<file path="src/rtl/rr_mux_nto1_pkt_pkg.sv">
// Shared arbitration helpers: index width and one-hot conversions.
// Other arbiters in the design reuse these.
package rr_mux_nto1_pkt_pkg;

    // Upper bound on channel count that the one-hot helpers can handle.
    localparam int MAX_SIZE = 32;

    // Number of bits needed to hold a channel index (at least 1).
    function automatic int idx_width(input int size);
        return (size > 1) ? $clog2(size) : 1;
    endfunction

    // Index -> one-hot vector of MAX_SIZE bits; callers slice to their width.
    function automatic logic [MAX_SIZE-1:0] onehot(input int idx);
        logic [MAX_SIZE-1:0] v;
        v      = '0;
        v[idx] = 1'b1;
        return v;
    endfunction

    // One-hot vector -> index of its set bit (0 when the vector is empty).
    function automatic int onehot_to_idx(input logic [MAX_SIZE-1:0] v);
        int r;
        r = 0;
        for (int i = 0; i < MAX_SIZE; i++) begin
            if (v[i]) r = i;
        end
        return r;
    endfunction

endpackage

</file>
<file path="src/rtl/rr_mux_nto1_pkt_arbiter.sv">
// One-hot round-robin arbiter with packet lock.
// Unlocked: first requester at or above prio, wrapping. Locked: only the
// locked channel can be granted, and only while it requests.
module rr_arbiter_onehot #(
    parameter int SIZE = 4
) (
    input  logic [SIZE-1:0] request,
    input  logic [SIZE-1:0] prio,
    input  logic            lock_en,
    input  logic [SIZE-1:0] lock_gnt,
    output logic [SIZE-1:0] grant
);

    logic [2*SIZE-1:0] dbl;
    logic [2*SIZE-1:0] dbl_gnt;

    // Double-width scan: subtracting prio borrows up to the first request at
    // or above prio; the duplicated upper half supplies the wrap-around.
    always_comb begin
        dbl     = {request, request};
        dbl_gnt = dbl & ~(dbl - {{SIZE{1'b0}}, prio});
        if (lock_en) begin
            grant = lock_gnt & request;
        end else begin
            grant = dbl_gnt[SIZE-1:0] | dbl_gnt[2*SIZE-1:SIZE];
        end
    end

endmodule

</file>
<file path="src/rtl/rr_mux_nto1_pkt.sv">
// Registered N-to-1 packet mux with round-robin arbitration.
// Handshake: a beat moves on a channel in any cycle where valid and ready are
// both high at the rising edge; valid never waits on ready, and a source
// holds data/last stable while valid is high and ready is low.
module rr_mux_nto1_pkt
    import rr_mux_nto1_pkt_pkg::*;
#(
    parameter int WIDTH = 4,
    parameter int SIZE  = 4
) (
    input  logic                  clock,
    input  logic                  reset_n,
    input  logic [WIDTH*SIZE-1:0] in_data,
    input  logic [SIZE-1:0]       in_valid,
    input  logic [SIZE-1:0]       in_last,
    output logic [SIZE-1:0]       in_ready,
    output logic [WIDTH-1:0]      out_data,
    output logic                  out_valid,
    output logic                  out_last,
    input  logic                  out_ready,
    output logic [SIZE-1:0]       grant
);

    localparam logic [MAX_SIZE-1:0] PRIO_RST_FULL = onehot(0);
    localparam logic [SIZE-1:0]     PRIO_RST      = PRIO_RST_FULL[SIZE-1:0];

    logic [SIZE-1:0]  prio;
    logic             locked;
    logic [SIZE-1:0]  lock_gnt;
    logic             can_load;
    logic             in_xfer;
    logic [WIDTH-1:0] sel_data;
    logic             sel_last;
    logic [SIZE-1:0]  prio_next;

    rr_arbiter_onehot #(
        .SIZE (SIZE)
    ) u_arb (
        .request  (in_valid),
        .prio     (prio),
        .lock_en  (locked),
        .lock_gnt (lock_gnt),
        .grant    (grant)
    );

    assign can_load  = ~out_valid | out_ready;
    assign in_ready  = grant & {SIZE{can_load}};
    assign in_xfer   = |(in_valid & in_ready);
    // Channel after the winner becomes highest priority (SIZE is a power of 2).
    assign prio_next = {grant[SIZE-2:0], grant[SIZE-1]};

    // Decoded AND-OR select of the granted channel's data and last flag.
    always_comb begin
        sel_data = '0;
        sel_last = 1'b0;
        for (int j = 0; j < SIZE; j++) begin
            sel_data = sel_data | (in_data[j*WIDTH +: WIDTH] & {WIDTH{grant[j]}});
            sel_last = sel_last | (in_last[j] & grant[j]);
        end
    end

    // Output register plus lock/priority state; load and drain may coincide.
    always_ff @(posedge clock) begin
        if (!reset_n) begin
            out_valid <= 1'b0;
            out_data  <= '0;
            out_last  <= 1'b0;
            prio      <= PRIO_RST;
            locked    <= 1'b0;
            lock_gnt  <= '0;
        end else if (in_xfer) begin
            out_data  <= sel_data;
            out_last  <= sel_last;
            out_valid <= 1'b1;
            if (sel_last) begin
                locked <= 1'b0;
                prio   <= prio_next;
            end else begin
                locked   <= 1'b1;
                lock_gnt <= grant;
            end
        end else if (out_ready) begin
            out_valid <= 1'b0;
        end
    end

endmodule

</file>
<file path="config.mk">
export PLATFORM = sky130hd
export DESIGN_NAME = rr_mux_nto1_pkt
export DESIGN_NICKNAME = d
export VERILOG_FILES = /design/src/rtl/rr_mux_nto1_pkt_pkg.sv /design/src/rtl/rr_mux_nto1_pkt_arbiter.sv /design/src/rtl/rr_mux_nto1_pkt.sv
export SDC_FILE = /design/constraint.sdc
export NUM_CORES = 1
export LEC_CHECK = 0
export BUFFER_PORTS_ARGS = -buffer_cell sky130_fd_sc_hd__buf_2
export CAP_MARGIN = 20
export CORE_MARGIN = 1
export CORE_UTILIZATION = 40
export DETAILED_ROUTE_END_ITERATION = 8
export GPL_ROUTABILITY_DRIVEN = 0
export PLACE_DENSITY = 0.69
export SLEW_MARGIN = 40
export SYNTH_ARGS = -nofsm -noshare
export SYNTH_HDL_FRONTEND = slang
export SYNTH_HIERARCHICAL = 1
export SYNTH_SLANG_ARGS = --single-unit
</file>
<file path="constraint.sdc">
create_clock -name clock -period 4.4 [get_ports clock]
set_input_delay 0.44 -clock clock [delete_from_list [all_inputs] [get_ports clock]]
set_output_delay 0.44 -clock clock [all_outputs]
set_load 0.1 [all_outputs]
</file>
==> impl_metrics.toml <==
[run_status]
status = "finished, final reports clean"

[floorplanning]
io_pins = 41
die_y_um = 51.40
die_area_sq_um = 2641
core_region_area_sq_um = 2255
num_rows = 17
die_width_um = 51.40
start_util_pct = 43.29

[grt]
grt_pass1_wl_mm = 3.712
grt_max_degree = 20
grt_overflow = 0
grt_usage_pct = 18.81
grt_pass1_vias = 844
antenna_found_initial = 0

[route]
routed-wl-met3_um = 85
met1_length_mm = 1.030
via_count = 946
drt_wl_total_mm = 2.267
drt_iter0_markers = 16
drc = 0
wl_met2_mm = 1.121
viasPerCell = 5.406
final_antenna_net_count = 0
wire_per_inst_um = 12.95
dr.pass1.iters = 4
top_layer = "met4"

[logic_synthesis]
ys_types = 30
ys_ff_latch = 15
synth_area_leaders = "dfxtp_1 (31%), a22oi_1 (7.7%), mux2i_1 (7.2%), nand2_1 (5.4%), o211a_1 (5.1%)"
seq_area_frac_synth_pct = 30.77
synthesis.area_sq_um = 975.9
avgSynthCellArea_sq_um = 8.872
synth_top_area_share_pct = 30.77
ys_warn_count = 6
synth_area_leader_cell = "dfxtp_1"
syn_inst = 110
syn-num-nets = 141

[setup_path]
cp.buffers_inverters = 1
critical_path_arrival_ps = 2980
timing.rr.start = "prio[0]$_SDFFE_PN1P_"
start_kind = "flop"
worstPathRequired_ps = 3960
cp_top_family = "simple AND/OR/NAND/NOR gates"
reg2reg_slack_ps = 1110
max_stage_delay_ps = 540
crit_top_cell = "nor2b_1"
end_kind = "output pin"
cp_cell_sequence = "nor2b_1 -> fa_1 -> nor2b_1 -> o21a_1 -> or4_1 -> a31oi_2 -> and2_1 -> buf_2"
worst_path_max_delay_cell = "a31oi_2"
critical_path.max_fanout = 9
regToRegEndpoint = "lock_gnt[1]$_SDFFE_PN0P_"
reg2reg_depth = 10
path_class = "reg -> out"

[run]
cap_violations = 0

[power]
power.density_nw_per_um2 = 825.1
p_leak_nw = 0.6057
ir_drop_uv = 562.9

[timing]
slew_violations = 0
period_needed_ps = 3420
tightest_slew_ps = 759.7
rsz0062_at_grt = "false"
fin_crit_sh_pct = 77.73
fin_worst_skew_ps = 10.14
slew_headroom_pct = 49.35
final_hold_viol_count = 0
setup_slack_ps = 979.8
setup_viol = 0
whs_ps = 466.3
timing.fmax_mhz = 292.4

[final_layout]
final_area_sq_um = 1194
stdcell_count = 175
drive_gt1_share_pct = 34.01
diodes = 0
fillerInstances = 228
area_delta_synth_final_pct = 22.31
final_nets = 179
post-route-util_pct = 52.94

[clocking]
post_cts.repair.setup_buffers = 0
cts_repair_resize_count = 0
clk_pin_slew_ps = 90
holdBufCountCts = 0
htreeDepth = 1
clockRootBuffer = "clkbuf_4"
clock-sinks = 15
cts_buffer_depth = 2
cts_tree = "built"
clkLatencyLatePin_ps = 280
cts_made_buffers = 3

[hold_path]
worst_hold_path_type = "reg -> reg"
min_from = "lock_gnt[2]$_SDFFE_PN0P_"
hold_depth = 2
whs_endpoint = "lock_gnt[2]$_SDFFE_PN0P_"

[placed_design]
place_ws_ps = 973.9
dpl.hpwl_mm = 1.781
placedCellCount = 171
dpl_cell_area_sq_um = 1166
portBuffers = 40
==> worst max path at each step <==
| stage | startpoint | end | slack [ps] | cells past startpoint |
|---|---|---|---|---|
| final | prio[0]$_SDFFE_PN1P_ | in_ready[2] | 980 | 8 |
| after global routing | prio[0]$_SDFFE_PN1P_ | in_ready[2] | 840 | 8 |
| after global placement | in_valid[0] | lock_gnt[3]$_SDFFE_PN0P_ | 1020 | 11 |
| after detailed placement | in_valid[0] | lock_gnt[2]$_SDFFE_PN0P_ | 970 | 11 |
| after CTS | prio[0]$_SDFFE_PN1P_ | in_ready[2] | 990 | 8 |
| after floorplan | in_valid[2] | in_ready[3] | -20 | 7 |
==> per-stage QoR <==
step	power, mW	setup TNS [ps]
CTS	0.9875	0
global route	1.039	0
global placement	0.9010	0
finish	0.9848	0
floorplan	0.8362	-22.89
detailed placement	0.9101	0
==> flip-flops by register name, summed over array words and instances (netlist names) <==
name and cells:
lock_gnt 4, locked 1, out_data 4, out_last 1, out_valid 1, prio 4
==> power by group <==
group          total [mW]  internal, mW  switching, mW  leakage [nW]
combinational       0.705         0.159          0.545         0.465
clock              0.0769        0.0337         0.0432        0.0177
sequential          0.203         0.178         0.0256         0.123
total               0.985         0.371          0.614         0.606
==> placed cells by master (no fill, tap or decap), types with 4 or more instances in the layout <==
master	count
nand2_1	14
dfxtp_1	15
a22oi_1	10
nand3_1	5
inv_1	6
and2_1	5
o211a_1	5
nor2_1	4
mux2i_1	7
o21ai_0	7
buf_2	40
==> cell families (layout without fill, tap and decap cells) <==
logic type                 after synthesis  after routing  share of synthesized area (%)
AOI/OAI and AO/OA                       33             33                          27.95
adders and majority gates                4              4                          5.898
DFF                                     15             15                          30.77
muxes                                    7              7                          7.180
and+or+nand+nor                         35             35                          17.44
buffers and inverters                   14             51                          8.974
xor gates and xnor gates                 2              2                          1.795
==> synthesized netlist by cell type (all sizes together) <==
master / count
a21oi: 2
a22oi: 12
a311oi: 1
a31oi: 2
and2: 5
and3: 1
buf: 6
clkbuf: 2
dfxtp: 15
fa: 1
ha: 3
inv: 6
mux2i: 7
nand2: 14
nand2b: 1
nand3: 5
nor2: 4
nor2b: 3
o211a: 5
o211ai: 1
o21a: 2
o21ai: 8
or4: 2
xnor2: 1
xor2: 1
==> routing by layer <==
layer  global-route usage [%]  up-vias
li1                         -      471
met1                    25.63      449
met2                    29.65       22
met3                    2.679        4
met4                    7.207        0
met5                        0        -
==> tightest hold or removal path, cell delays in order (launching register included) <==
cell and delay [ps]:
dfxtp_1 320, nand2_1 50, mux2i_1 50
==> cell type report <==
| cell class | count | area (sq um) | area share [%] |
|---|---|---|---|
| clock inverters | 1 | 5.005 | 0.4193 |
| multi-input cells | 81 | 600.6 | 50.31 |
| repair buffers | 41 | 207.7 | 17.40 |
| flip-flops and latches | 15 | 300.3 | 25.16 |
| clock buffers | 3 | 22.52 | 1.887 |
| inverters | 6 | 22.52 | 1.887 |
| well taps | 28 | 35.03 | 2.935 |
(Power assumes the default switching activity.)
